`src/rtl/pio_bank_if.sv`:
```
// pio_bank_if: Avalon-MM slave bus bundle for pio_bank.
//   avs_address        5-bit word address
//   avs_read/avs_write read and write strobes (no waitrequest)
//   avs_writedata      32-bit write data
//   avs_readdata       32-bit registered read data
//   avs_readdatavalid  one-cycle pulse after an accepted read
// Modports: master (the NIOS side / bench), slave (pio_bank).
interface pio_bank_if;
  logic [4:0]  avs_address;
  logic        avs_read;
  logic        avs_write;
  logic [31:0] avs_writedata;
  logic [31:0] avs_readdata;
  logic        avs_readdatavalid;

  modport master (
    output avs_address, avs_read, avs_write, avs_writedata,
    input  avs_readdata, avs_readdatavalid
  );

  modport slave (
    input  avs_address, avs_read, avs_write, avs_writedata,
    output avs_readdata, avs_readdatavalid
  );
endinterface

```
`src/rtl/pio_bank.sv`:
```
// pio_bank: NCH general-purpose output channels plus a debounced, edge-capturing
// key input with a maskable interrupt, on one Avalon-MM slave.
// Ports:
//   clk_clk      system clock, rising edge
//   reset_reset  synchronous active-high reset
//   avs          pio_bank_if.slave bus (address/read/write/writedata/readdata/readdatavalid)
//   pio_out      NCH*W outputs, channel c at [c*W +: W]
//   key_in       IN_W raw asynchronous key inputs
//   irq          |(EDGE & MASK)
// Register map (word addresses): 0..NCH-1 OUT[c], 13 DIN, 14 MASK, 15 EDGE (W1C).
// Optional macro PIO_BANK_SETCLR_EN: 16+c SET[c] (OR-in), 24+c CLR[c] (AND-out),
// both read back OUT[c]; without it 16..31 are unmapped.
module pio_bank #(
  parameter int          NCH             = 3,
  parameter int          W               = 16,
  parameter int          IN_W            = 2,
  parameter int          DEBOUNCE_CYCLES = 50000,
  parameter int          EDGE_MODE       = 1,
  parameter int unsigned OUT_RESET       = 0
) (
  input  logic              clk_clk,
  input  logic              reset_reset,
  pio_bank_if.slave         avs,
  output logic [NCH*W-1:0]  pio_out,
  input  logic [IN_W-1:0]   key_in,
  output logic              irq
);
  localparam int CW = $clog2(DEBOUNCE_CYCLES) + 1;

  logic [W-1:0]    out_r [NCH];
  logic [IN_W-1:0] mask_r, edge_r;
  logic [IN_W-1:0] s1_r, s2_r, din_r, din_prev_r;
  logic [CW-1:0]   cnt_r [IN_W];
  logic [31:0]     readdata_r;
  logic            rvalid_r;

  logic [2:0]      ch_idx_s;
  logic            ch_hit_s, set_hit_s, clr_hit_s;
  logic [W-1:0]    ch_rd_s;
  logic [31:0]     rd_s;
  logic [IN_W-1:0] edge_set_s, edge_clr_s;
  logic            unused_wdata_s;

  assign ch_idx_s = avs.avs_address[2:0];

  // Writedata bits beyond each register's width are intentionally dropped.
  assign unused_wdata_s = ^avs.avs_writedata;

  // Decode which channel alias (plain, set, clear) the address selects.
  always_comb begin
    ch_hit_s  = 1'b0;
    set_hit_s = 1'b0;
    clr_hit_s = 1'b0;
    case (avs.avs_address[4:3])
      2'b00:   ch_hit_s  = (32'(ch_idx_s) < 32'(NCH));
`ifdef PIO_BANK_SETCLR_EN
      2'b10:   set_hit_s = (32'(ch_idx_s) < 32'(NCH));
      2'b11:   clr_hit_s = (32'(ch_idx_s) < 32'(NCH));
`endif
      default: ch_hit_s  = 1'b0;
    endcase
  end

  // Read mux from the current (pre-write) register values.
  always_comb begin
    ch_rd_s = '0;
    for (int c = 0; c < NCH; c++) begin
      ch_rd_s = (ch_idx_s == 3'(c)) ? out_r[c] : ch_rd_s;
    end
    case (avs.avs_address)
      5'd13:   rd_s = 32'(din_r);
      5'd14:   rd_s = 32'(mask_r);
      5'd15:   rd_s = 32'(edge_r);
      default: rd_s = (ch_hit_s | set_hit_s | clr_hit_s) ? 32'(ch_rd_s) : 32'd0;
    endcase
  end

  // Qualifying DIN transitions and W1C clear mask for the EDGE register.
  always_comb begin
    case (EDGE_MODE)
      0:       edge_set_s = din_r & ~din_prev_r;
      1:       edge_set_s = ~din_r & din_prev_r;
      2:       edge_set_s = din_r ^ din_prev_r;
      default: edge_set_s = '0;
    endcase
    if (avs.avs_write && (avs.avs_address == 5'd15)) begin
      edge_clr_s = avs.avs_writedata[IN_W-1:0];
    end else begin
      edge_clr_s = '0;
    end
  end

  // Bus-side registers: channels, mask, sticky edges, read response.
  always_ff @(posedge clk_clk) begin
    if (reset_reset) begin
      for (int c = 0; c < NCH; c++) out_r[c] <= W'(OUT_RESET);
      mask_r     <= '0;
      edge_r     <= '0;
      readdata_r <= 32'd0;
      rvalid_r   <= 1'b0;
    end else begin
      rvalid_r <= avs.avs_read;
      if (avs.avs_read) readdata_r <= rd_s;
      for (int c = 0; c < NCH; c++) begin
        if (avs.avs_write && (ch_idx_s == 3'(c))) begin
          if (ch_hit_s)       out_r[c] <= avs.avs_writedata[W-1:0];
          else if (set_hit_s) out_r[c] <= out_r[c] | avs.avs_writedata[W-1:0];
          else if (clr_hit_s) out_r[c] <= out_r[c] & ~avs.avs_writedata[W-1:0];
        end
      end
      if (avs.avs_write && (avs.avs_address == 5'd14)) mask_r <= avs.avs_writedata[IN_W-1:0];
      // A set in the same cycle as a clear wins.
      edge_r <= (edge_r & ~edge_clr_s) | edge_set_s;
    end
  end

  // Input path: two-flop synchroniser then per-bit debounce into DIN.
  always_ff @(posedge clk_clk) begin
    if (reset_reset) begin
      s1_r       <= '0;
      s2_r       <= '0;
      din_r      <= '0;
      din_prev_r <= '0;
      for (int i = 0; i < IN_W; i++) cnt_r[i] <= '0;
    end else begin
      s1_r       <= key_in;
      s2_r       <= s1_r;
      din_prev_r <= din_r;
      for (int i = 0; i < IN_W; i++) begin
        if (s2_r[i] == din_r[i]) begin
          cnt_r[i] <= '0;
        end else if (cnt_r[i] == CW'(DEBOUNCE_CYCLES - 1)) begin
          din_r[i] <= s2_r[i];
          cnt_r[i] <= '0;
        end else begin
          cnt_r[i] <= cnt_r[i] + CW'(1);
        end
      end
    end
  end

  for (genvar c = 0; c < NCH; c++) begin : g_out
    assign pio_out[c*W +: W] = out_r[c];
  end

  assign avs.avs_readdata      = readdata_r;
  assign avs.avs_readdatavalid = rvalid_r;
  assign irq                   = |(edge_r & mask_r);
endmodule

```
`src/flat_wrapper.sv`:
```
// flat-port wrapper written by rule: the top's interface ports become plain ports
module pio_bank_flat 
#(
  parameter int          NCH             = 3,
  parameter int          W               = 16,
  parameter int          IN_W            = 2,
  parameter int          DEBOUNCE_CYCLES = 50000,
  parameter int          EDGE_MODE       = 1,
  parameter int unsigned OUT_RESET       = 0
)
  (clk_clk, reset_reset, pio_out, key_in, irq, avs_avs_address, avs_avs_read, avs_avs_write, avs_avs_writedata, avs_avs_readdata, avs_avs_readdatavalid);
  pio_bank_if avs_i ();
  input  logic clk_clk;
  input  logic reset_reset;
  output logic [NCH*W-1:0] pio_out;
  input  logic [IN_W-1:0] key_in;
  output logic irq;
  input wire logic [$bits(avs_i.avs_address)-1:0] avs_avs_address;
  input wire logic [$bits(avs_i.avs_read)-1:0] avs_avs_read;
  input wire logic [$bits(avs_i.avs_write)-1:0] avs_avs_write;
  input wire logic [$bits(avs_i.avs_writedata)-1:0] avs_avs_writedata;
  output wire logic [$bits(avs_i.avs_readdata)-1:0] avs_avs_readdata;
  output wire logic [$bits(avs_i.avs_readdatavalid)-1:0] avs_avs_readdatavalid;
  assign avs_i.avs_address = avs_avs_address;
  assign avs_i.avs_read = avs_avs_read;
  assign avs_i.avs_write = avs_avs_write;
  assign avs_i.avs_writedata = avs_avs_writedata;
  assign avs_avs_readdata = avs_i.avs_readdata;
  assign avs_avs_readdatavalid = avs_i.avs_readdatavalid;
  pio_bank #(.NCH(NCH), .W(W), .IN_W(IN_W), .DEBOUNCE_CYCLES(DEBOUNCE_CYCLES), .EDGE_MODE(EDGE_MODE), .OUT_RESET(OUT_RESET)) u_core (.clk_clk(clk_clk), .reset_reset(reset_reset), .avs(avs_i), .pio_out(pio_out), .key_in(key_in), .irq(irq));
endmodule
```
`config.mk`:
```
export PLATFORM = sky130hd
export DESIGN_NAME = pio_bank_flat
export DESIGN_NICKNAME = d
export VERILOG_FILES = /design/src/rtl/pio_bank_if.sv /design/src/rtl/pio_bank.sv /design/src/flat_wrapper.sv
export SDC_FILE = /design/constraint.sdc
export NUM_CORES = 1
export LEC_CHECK = 0
export CAP_MARGIN = 20
export CORE_ASPECT_RATIO = 1.1
export CORE_MARGIN = 2
export CORE_UTILIZATION = 30
export CTS_CLUSTER_DIAMETER = 80
export DETAILED_ROUTE_END_ITERATION = 6
export PLACE_DENSITY = 0.62
export SLEW_MARGIN = 15
export SYNTH_ARGS = -nofsm -noshare
export SYNTH_HDL_FRONTEND = slang
export SYNTH_SLANG_ARGS = --single-unit
```
`constraint.sdc`:
```
create_clock -name clk_clk -period 3.69 [get_ports clk_clk]
set_input_delay 1.107 -clock clk_clk [delete_from_list [all_inputs] [get_ports clk_clk]]
set_output_delay 1.107 -clock clk_clk [all_outputs]
set_load 0.02 [all_outputs]
```
# Yosys cells after proc, flatten, opt, wreduce, memory -nomap -nowiden
# Memory sizes are Yosys's and may differ from the RTL's.
# Index checks and enable logic that the tools add are counted.
# totals
reg_bits	45
ram_bits	82
elab_cells	100
mem_count	2
# op_classes
addsub	2
magnitude_cmp	1
eq_ne	9
n_mux	50
n_bitwise	17
reduce_logical	10
# memory_table
name	words	word_bits	rd	rd_clocked_by_memory_dff	write_ports	line_no	text
u_core.out_r	3	16	3	0	3	pio_bank.sv:30	logic [W-1:0] out_r [NCH];
u_core.cnt_r	2	17	2	0	2	pio_bank.sv:33	logic [CW-1:0] cnt_r [IN_W];
# ops
operator	n
16-bit 2-to-1 mux	7
17-bit 2-to-1 mux	6
32-bit case mux with 3 select lines	1
1-bit 2-to-1 mux	35
17-bit by 1-bit adder with 17-bit output, second input constant	2
17-bit by 16-bit equality test with 1-bit output, second input constant	2
5-bit by 4-bit equality test with 1-bit output, second input constant	3
1-bit OR	9
2-bit bitwise AND	3
1-bit logical AND	5
2-bit NOT	2
2-bit AND reduction	2
3-bit by 1-bit equality test with 1-bit output, second input constant	1
3-bit by 2-bit equality test with 1-bit output, second input constant	1
3-bit zero test	1
3-bit by 2-bit less-than comparator with 1-bit output, second input constant	1
1-bit equality test	2
2-bit zero test	1
2-bit 2-to-1 mux	1
1-bit NOT	2
2-bit OR	1
2-bit OR reduction	1

# Longest topological paths before layout
# Gate-level depths: netlist of the first run.
# An unclocked memory read counts as a cell.
# depth
depth_word	8
ltp_mapped	7

# Worst setup path after synthesis of the first run
# No wires, ideal clock.
# synth_path
path_kind	input-to-reg
start	in avs_avs_address[1]
end	mem u_core.out_r[0][0] (enable)
arrival_time_ns	2.999
path_slack_ns	0.276
stages	4
cell_sequence	buf_6 -> a2111oi_4 -> nand2_1 -> o31ai_1
# synth_lines
element	line_no	text
start, declared	flat_wrapper.sv:18	input wire logic [$bits(avs_i.avs_address)-1:0] avs_avs_address;
end, declared	pio_bank.sv:30	

# Worst setup path in the final report of the first run
# layout_path
start	in avs_avs_address[1]
end	reg u_core.readdata_r[1] (netlist: u_core.avs.avs_readdata[1])
# layout_between
elab_chain_cells	6
# layout_lines
element	line_no	text
3-bit zero test	pio_bank.sv:68	ch_rd_s = (ch_idx_s == 3'(c)) ? out_r[c] : ch_rd_s;
16-bit 2-to-1 mux (3 in a row)	pio_bank.sv:68	
16-bit 2-to-1 mux	pio_bank.sv:74	default: rd_s = (ch_hit_s | set_hit_s | clr_hit_s) ? 32'(ch_rd_s) : 32'd0;
32-bit case mux with 3 select lines (*)	pio_bank.sv:70	case (avs.avs_address)
end signal, assigned	pio_bank.sv:103	if (avs.avs_read) readdata_r <= rd_s;
end, declared	pio_bank.sv:34	logic [31:0] readdata_r;
# Every way passes the cells marked *; elsewhere a longest branch is shown, timed or not.
# A chain may end at the register's enable or synchronous reset.

==> results of run 1 <==
==> flip-flops by register name, summed over array words and instances (netlist names) <==
name,flops
u_core.avs.avs_readdatavalid,1
u_core.din_prev_r,2
u_core.cnt_r,34
u_core.avs.avs_readdata,16
u_core.mask_r,2
u_core.edge_r,2
u_core.s1_r,2
u_core.s2_r,2
u_core.din_r,2
u_core.out_r,48
==> cell type report <==
cell class | count | area, µm² | area share (%)
sequential | 111 | 3040 | 47.3
multi-input combinational | 308 | 1800 | 27.9
clock buffer | 9 | 225 | 3.50
inverter | 10 | 37.5 | 0.583
tap | 204 | 255 | 3.97
timing repair buffer | 102 | 996 | 15.5
clock inverter | 7 | 81.3 | 1.26
==> worst max path at each step <==
stage,depth (start not counted),to,slack (ns)
6_report,6,u_core.avs.avs_readdata[1]$_SDFFE_PP0P_,0.74
5_1_grt,6,u_core.avs.avs_readdata[0]$_SDFFE_PP0P_,0.57
4_1_cts,6,u_core.avs.avs_readdata[1]$_SDFFE_PP0P_,0.75
3_5_place_dp,6,u_core.avs.avs_readdata[1]$_SDFFE_PP0P_,0.38
3_3_place_gp,6,u_core.avs.avs_readdata[1]$_SDFFE_PP0P_,0.34
2_1_floorplan,4,u_core.out_r[0][0]$_DFFE_PP_,0.28
==> logic make-up after synthesis <==
| kind of cell | Yosys count |
|---|---|
| adders and majority gates | 2 |
| AOI/OAI and AO/OA | 66 |
| other | 2 |
| xor gates and xnor gates | 32 |
| buffers and inverters | 45 |
| DFF | 111 |
| muxes | 4 |
| and+or+nand+nor | 154 |
==> stage by stage <==
stage / setup slack (ns) / cells / hold WS [ns] / util, %
floorplan: 0.276 / 464 / 0.414 / -
global placement: 0.342 / 735 / 0.426 / 37.7
detailed placement: 0.379 / 735 / 0.425 / 37.7
CTS: 0.745 / 751 / 0.443 / 39.6
global route: 0.567 / 751 / 0.459 / 39.6
finish: 0.738 / 751 / 0.440 / 39.6
==> per-layer routing <==
metal | vias up | global-route usage [%]
li1 | 1687 | -
met5 | - | 0
met4 | 0 | 3.93
met3 | 13 | 2.94
met1 | 1651 | 14.9
met2 | 117 | 20.4
==> cell usage after synthesis (2+ instances only) <==
cell type  number
buf_6           3
nor3_1          9
dfxtp_1        29
nand4_2         2
mux2_2          4
a22o_1         15
and2_1         17
nor2b_1        12
buf_4          18
nand4_1         6
clkbuf_1        8
inv_1          10
nand4b_1        2
o22ai_1        16
nor2_1         48
a21oi_1         4
buf_2           3
xnor2_1        30
xor2_1          2
o21ai_0        20
ha_1            2
nand3_1        12
conb_1          2
nor4_1          9
o31ai_1         2
edfxtp_1       82
nand2_1        27
nand2b_1        4
a221o_1         2
clkbuf_2        2
a22oi_1         2
==> power by group through the flow <==
stage	Sequential, mW	Combinational [mW]	Clock, mW
2_1_floorplan	1.49	0.116	0
3_3_place_gp	1.46	0.268	0
3_5_place_dp	1.46	0.270	0
4_1_cts	1.43	0.271	0.993
5_1_grt	1.44	0.291	1.04
6_report	1.43	0.271	0.970
==> results.cfg, run 1 <==
[die]
die_area_um2 = 17500
die-height_um = 138
start_util_pct = 30.4
std_cell_rows = 49
io_pins = 125
core-area_um2 = 16200
die_w_um = 126

[critical_path]
reg2reg_depth = 5
critical_path_class = in -> reg
slowest_stage = clkdlybuf4s50_1
cp-start-kind = input port
cp.buffers_inverters = 2
cp_top_family = buffers and inverters
crit_path_max_fanout = 27
critPathCaptureType = flop
crit_start = avs_avs_address[1]
reg2reg_to = u_core.cnt_r[1][12]$_SDFFCE_PN0P_
r2r_start = u_core.cnt_r[1][0]$_SDFFCE_PN0P_
required_ns = 3.93
worstPathArrival_ns = 3.19
reg2reg_slack_ns = 1.62
crit_chain = clkdlybuf4s50_1 > buf_4 > nand2b_1 > o22ai_1 > o21ai_0 > a221o_1
slowest_delay_ns = 0.53

[route]
drcViolationCount = 0
met1Wirelength_um = 4630
drtIter0Drc = 235
wl_um = 10500
post_drt_via_cell_ratio = 4.62
vias = 3468
highest_layer = met4
wl_per_cell_um = 14.0
antenna_left = 0
wl_met3_um = 630
dr.pass1.iters = 4
wl_met2_um = 5130

[placement]
port_buffers = 92
hpwl_um = 7500
place_area_um2 = 6130
routabilityCongestion = 0.789

[pwr]
p_per_area_nw_per_um2 = 415
p_total_mw = 2.67
ir_drop_uv = 342
swShare_pct = 25.2
power.share.combinational_pct = 10.1
p_leak_nw = 2.21
p_int_mw = 2.00
power_frac_clock_pct = 36.3
switchingPower_mw = 0.673
sequentialPowerShare_pct = 53.5

[yosys]
ys_types = 43
synth-edff-count = 82
synth_ff_type = edfxtp_1
synth_simple_gate_area_share_pct = 15.9
synth_top_family_by_area = simple AND/OR/NAND/NOR gates
synth_compound_gate_area_share_pct = 9.49
yosysTopAreaCellShare_pct = 49.9
synthCells = 416
ys_ff_latch = 111
synth_xor_area_share_pct = 5.68
yosysSeqAreaShare_pct = 61.7
yosys-top-cells-area = edfxtp_1, dfxtp_1, xnor2_1
yosys_warnings = 0
synth.area.mux_share_pct = 0.913
yosysTopAreaCell = edfxtp_1
synth_area_um2 = 4930
synthAdderAreaFrac_pct = 0.507
async_reset_ff_share_pct = 0
syn_avg_cell_area_um2 = 11.9

[clock_network]
cts_made_buffers = 9
cts_resized = 0
cts-hold-fix-buffers = 0
cts.sinks = 111
clock_latency_ns = 0.35
cts_tree = built
cts.clk_slew.worst_paths_ns = 0.08
htreeDepth = 3
root_buffer = clkbuf_16
cts_setup_buffers = 0
cts_max_path_buffers = 2

[final_layout]
drive_above_1_share_pct = 7.13
n_fill_cell = 1515
fin_area_um2 = 6440
fin_nets = 587
insertedDiodeCount = 0
layout_commonest_cell = clkdlybuf4s50_1
mostFrequentLayoutCells = clkdlybuf4s50_1, edfxtp_1, conb_1, nor2_1, xnor2_1
area_growth_pct = 30.5

[timing]
finClkSkew_ns = 0.00815
slew_violations = 0
setup_viol = 0
hold_viol = 0
setup_tns_ns = 0
slew_headroom_pct = 50.4
worstMarginPinSlew_ns = 0.744
period_needed_ns = 2.95
rsz0062_at_grt = false
min_period_over_period_pct = 80.0
max_clock_freq_mhz = 339

[global_route]
grt_pass1_vias = 3330
grt_max_degree = 28
gr-total-overflow = 0
gr-usage-all-layers_pct = 12.0
grt_pass1_wl_um = 16700
antenna_found_initial = 0

[status]
status = finished, final reports clean

[run]
drv_cap = 0

[hold_path]
min_to = u_core.s2_r[1]$_SDFF_PP0_
hold_depth = 1
hold_start = u_core.s1_r[1]$_SDFF_PP0_
min_path_type = reg -> reg
No activity file was read; power rests on OpenSTA's default activity.
==> run 2, diff against run 1 <==
--- a/config.mk
+++ b/config.mk
@@ -11,7 +11,7 @@
 export CORE_UTILIZATION = 30
 export CTS_CLUSTER_DIAMETER = 80
 export DETAILED_ROUTE_END_ITERATION = 6
-export PLACE_DENSITY = 0.62
+export PLACE_DENSITY = 0.64
 export SLEW_MARGIN = 15
 export SYNTH_ARGS = -nofsm -noshare
 export SYNTH_HDL_FRONTEND = slang
==> constraint.sdc (replaced) <==
create_clock -name clk_clk -period 2.7 [get_ports clk_clk]
set_input_delay 0.81 -clock clk_clk [delete_from_list [all_inputs] [get_ports clk_clk]]
set_output_delay 0.81 -clock clk_clk [all_outputs]
set_load 0.02 [all_outputs]
==> results.cfg, run 2 (same netlist as run 1, synthesis figures left out) <==
[status]
status = finished, final reports clean

[timing]
hold_viol = 0
min_period_over_period_pct = 86.9
finClkSkew_ns = 0.00701
setup_viol = 0
timing.hold.ws_ns = 0.451
layout_setup_ws_ns = 0.353
slew_violations = 0
slew_headroom_pct = 48.3
worstMarginPinSlew_ns = 0.774
period_needed_ns = 2.35
setup_tns_ns = 0
rsz0062_at_grt = false
max_clock_freq_mhz = 426

[pwr]
power_frac_clock_pct = 36.2
p_int_mw = 2.75
ir_drop_uv = 314
swShare_pct = 25.0
p_leak_nw = 2.24
sequentialPowerShare_pct = 53.3
p_per_area_nw_per_um2 = 562
p_total_mw = 3.66
power.share.combinational_pct = 10.5
switchingPower_mw = 0.915

[die]
std_cell_rows = 49
die-height_um = 138
io_pins = 125
core-area_um2 = 16200
start_util_pct = 30.4
die_w_um = 126
die_area_um2 = 17500

[route]
wl_per_cell_um = 14.3
drtIter0Drc = 209
drcViolationCount = 0
wl_um = 10800
dr.pass1.iters = 4
vias = 3490
antenna_left = 0
post_drt_via_cell_ratio = 4.62

[critical_path]
reg2reg_to = u_core.cnt_r[0][13]$_SDFFCE_PN0P_
cp-start-kind = input port
worstPathArrival_ns = 2.66
crit_chain = clkdlybuf4s50_1 > buf_4 > nor2b_1 > buf_4 > nand2_1 > o21ai_0 > a22o_1
slowest_stage = nor2b_1
crit_path_max_fanout = 9
reg2reg_slack_ns = 0.68
critical_path_class = in -> reg
slowest_delay_ns = 0.61
required_ns = 3.01
critPathCaptureType = flop
cpMostUsedCell = buf_4
r2r_start = u_core.cnt_r[0][0]$_SDFFCE_PN0P_
reg2reg_depth = 5
cp_top_family = buffers and inverters
cp.buffers_inverters = 3

[hold_path]
min_path_type = reg -> reg
hold_depth = 2
hold_start = u_core.din_prev_r[0]$_SDFF_PP0_
min_to = u_core.edge_r[0]$_SDFF_PP0_

[placement]
hpwl_um = 7890
routabilityCongestion = 0.781
dp_slack_ns = -0.0563
port_buffers = 92
place_area_um2 = 6220
placedCellCount = 740

[final_layout]
layout_commonest_cell = clkdlybuf4s50_1
fin_area_um2 = 6520
top_register = u_core.out_r
mostFrequentLayoutCells = clkdlybuf4s50_1, edfxtp_1, conb_1, nor2_1, xnor2_1
drive_above_1_share_pct = 7.97
instances_no_fill = 756
area_growth_pct = 32.1
post-route-util_pct = 40.1
largest_reg_flops = 48
fin_nets = 592
insertedDiodeCount = 0

[clock_network]
cts_tree = built
cts-hold-fix-buffers = 0
cts_made_buffers = 9
clock_latency_ns = 0.36
htreeDepth = 3
cts.clk_slew.worst_paths_ns = 0.08
cts_max_path_buffers = 2
cts_setup_buffers = 0
root_buffer = clkbuf_16
cts_resized = 0
cts.sinks = 111

[global_route]
gr-total-overflow = 0
gr-usage-all-layers_pct = 12.7
grt_max_degree = 26
grt_pass1_wl_um = 17400
grt_pass1_vias = 3446
antenna_found_initial = 0

[run]
drv_cap = 0
run 2: power by group through the flow:
stage                     Sequential, mW  Combinational (mW)  Clock, mW
final                               1.95               0.383       1.33
after global routing                1.96               0.412       1.43
after CTS                           1.95               0.386       1.36
after detailed placement            1.99               0.384          0
after global placement              1.99               0.378          0
after floorplan                     2.04               0.159          0
run 2: worst min-delay path, stage by stage (launching register included):
cell,delay [ns]
dfxtp_1,0.30
nand2b_1,0.06
a21oi_1,0.05
run 2: cell type report:
| class | count | area [µm²] |
|---|---|---|
| repair buffers | 107 | 1080 |
| well taps | 204 | 255 |
| clock inverters | 6 | 61.3 |
| fillers | 1511 | 9730 |
| inverters | 10 | 37.5 |
| multi-input cells | 308 | 1800 |
| flip-flops and latches | 111 | 3040 |
| clock buffers | 10 | 239 |
run 2: worst max path at each step:
stage	depth (start not counted)	slack [ns]	end	start
CTS	7	0.33	u_core.avs.avs_readdata[8]$_SDFFE_PP0P_	avs_avs_address[1]
global route	7	0.26	u_core.avs.avs_readdata[12]$_SDFFE_PP0P_	avs_avs_address[1]
finish	7	0.35	u_core.avs.avs_readdata[8]$_SDFFE_PP0P_	avs_avs_address[1]
global placement	7	-0.03	u_core.avs.avs_readdata[8]$_SDFFE_PP0P_	avs_avs_address[1]
detailed placement	7	-0.06	u_core.avs.avs_readdata[8]$_SDFFE_PP0P_	avs_avs_address[1]
floorplan	4	-0.42	u_core.out_r[0][0]$_DFFE_PP_	avs_avs_address[1]
run 2: layer usage:
layer  share of wire [%]  global-route usage (%)
met3                 6.0                    3.13
met1                  42                    15.0
met2                  50                    21.4
met5                   0                       0
met4                 2.2                    6.42
==> run 3, diff against run 2 <==
--- a/config.mk
+++ b/config.mk
@@ -11,7 +11,7 @@
 export CORE_UTILIZATION = 30
 export CTS_CLUSTER_DIAMETER = 80
 export DETAILED_ROUTE_END_ITERATION = 6
-export PLACE_DENSITY = 0.64
+export PLACE_DENSITY_LB_ADDON = 0.3
 export SLEW_MARGIN = 15
 export SYNTH_ARGS = -nofsm -noshare
 export SYNTH_HDL_FRONTEND = slang
==> constraint.sdc (replaced) <==
create_clock -name clk_clk -period 2.55 [get_ports clk_clk]
set_input_delay 0.765 -clock clk_clk [delete_from_list [all_inputs] [get_ports clk_clk]]
set_output_delay 0.765 -clock clk_clk [all_outputs]
set_load 0.02 [all_outputs]
==> results.cfg, run 3 (same netlist as run 1, synthesis figures left out) <==
[status]
status = finished, final reports clean

[route]
antenna_left = 0
drtIter0Drc = 216
vias = 3534
post_drt_via_cell_ratio = 4.61
wl_per_cell_um = 14.0
dr.pass1.iters = 4
wl_um = 10700
drcViolationCount = 0

[pwr]
p_leak_nw = 2.28
ir_drop_uv = 306
p_total_mw = 3.80
p_per_area_nw_per_um2 = 577

[die]
start_util_pct = 30.4
core-area_um2 = 16200
die-height_um = 138
die_area_um2 = 17500
die_w_um = 126
io_pins = 125
std_cell_rows = 49

[final_layout]
multi_input_area_um2 = 1800
instances_no_fill = 766
largest_reg_flops = 48
n_fill_cell = 1526
post-route-util_pct = 40.5
insertedDiodeCount = 0
layout_commonest_cell = clkdlybuf4s50_1
drive_above_1_share_pct = 9.25
fin_nets = 602
seq_area_um2 = 3040
top_register = u_core.out_r
mostFrequentLayoutCells = clkdlybuf4s50_1, edfxtp_1, conb_1, nor2_1, xnor2_1
area_growth_pct = 33.4

[placement]
hpwl_um = 7870
routabilityCongestion = 0.773
port_buffers = 92
placedCellCount = 750

[timing]
hold_viol = 0
max_clock_freq_mhz = 422
min_period_over_period_pct = 93.0
setup_viol = 0
slew_headroom_pct = 42.9
worstMarginPinSlew_ns = 0.854
slew_violations = 0
rsz0062_at_grt = false
finClkSkew_ns = 0.00622
period_needed_ns = 2.37
timing.hold.ws_ns = 0.440

[global_route]
grt_max_degree = 18
grt_pass1_vias = 3475
gr-total-overflow = 0
antenna_found_initial = 0
grt_pass1_wl_um = 17600
gr-usage-all-layers_pct = 12.6

[critical_path]
required_ns = 2.61
crit_start = avs_avs_address[1]
slowest_stage = clkdlybuf4s50_1
crit_path_max_fanout = 14
crit_cells = 5
crit_end = u_core.out_r[0][8]$_DFFE_PP_
reg2reg_to = u_core.cnt_r[1][4]$_SDFFCE_PN0P_
cp.buffers_inverters = 2
cp_top_family = compound AO/OA/AOI/OAI gates
slowest_delay_ns = 0.51
reg2reg_slack_ns = 0.50
worstPathArrival_ns = 2.43
reg2reg_depth = 4
critPathCaptureType = flop
r2r_start = u_core.cnt_r[1][4]$_SDFFCE_PN0P_
crit_chain = clkdlybuf4s50_1 > a2111oi_4 > nand2_1 > o31ai_2 > buf_12
cp-start-kind = input port
critical_path_class = in -> reg

[clock_network]
cts-hold-fix-buffers = 0
cts_max_path_buffers = 2
cts_tree = built
clock_latency_ns = 0.35
cts_resized = 0
cts.sinks = 111
cts.clk_slew.worst_paths_ns = 0.07
htreeDepth = 3
cts_made_buffers = 9
cts_setup_buffers = 0
root_buffer = clkbuf_16

[hold_path]
min_path_type = reg -> reg

[run]
drv_cap = 0
-- run 3: cell count changes in the layout (fill, tap and decap cells not counted), sizes merged --
cell / delta
buf: +10
clkbuf: +1
inv: -3
clkinv: +2
-- run 3: through the flow --
step                      TNS [ns]  setup slack, ns  cell area [µm²]
final                            0            0.179             6580
after global routing             0           0.0745             6580
after CTS                        0            0.166             6580
after detailed placement    -13.21           -0.208             6300
after global placement       -7.96           -0.175             6300
after floorplan              -2.09          -0.0491             5120
-- run 3: worst register-to-register path: cells and delay by family (launching register included) --
kind / cells / cell delay [ns]
compound gates: 1 / 0.48
flops: 1 / 0.46
simple gates: 3 / 0.86
-- run 3: cell type report --
class / instances / share of cell area, %
multi-input cells: 308 / 27.3
clock buffers: 11 / 3.69
repair buffers: 117 / 17.8
well taps: 204 / 3.88
clock inverters: 5 / 0.513
flip-flops and latches: 111 / 46.2
inverters: 10 / 0.570
-- run 3: worst min path at each step --
stage | slack (ns) | cells after the start | from | to
6_report | 0.44 | 1 | u_core.s1_r[0]$_SDFF_PP0_ | u_core.s2_r[0]$_SDFF_PP0_
5_1_grt | 0.48 | 1 | u_core.s1_r[0]$_SDFF_PP0_ | u_core.s2_r[0]$_SDFF_PP0_
4_1_cts | 0.44 | 1 | u_core.s1_r[0]$_SDFF_PP0_ | u_core.s2_r[0]$_SDFF_PP0_
3_5_place_dp | 0.43 | 1 | u_core.s1_r[0]$_SDFF_PP0_ | u_core.s2_r[0]$_SDFF_PP0_
3_3_place_gp | 0.43 | 1 | u_core.s1_r[0]$_SDFF_PP0_ | u_core.s2_r[0]$_SDFF_PP0_
2_1_floorplan | 0.41 | 1 | u_core.s1_r[0]$_SDFF_PP0_ | u_core.s2_r[0]$_SDFF_PP0_
-- run 3: metal layers --
layer | vias up | track usage (%) | routed length (µm)
li1 | 1715 | - | -
met1 | 1684 | 15.6 | 4740
met2 | 120 | 21.1 | 5200
met3 | 15 | 3.21 | 602
met4 | 0 | 4.74 | 167
met5 | - | 0 | 0
-- run 3: power breakdown --
group | total (mW) | switching (mW) | leakage, nW | internal (mW)
clock network | 1.31 | 0.625 | 0.133 | 0.689
logic | 0.415 | 0.222 | 1.10 | 0.193
registers | 2.07 | 0.0560 | 1.04 | 2.01
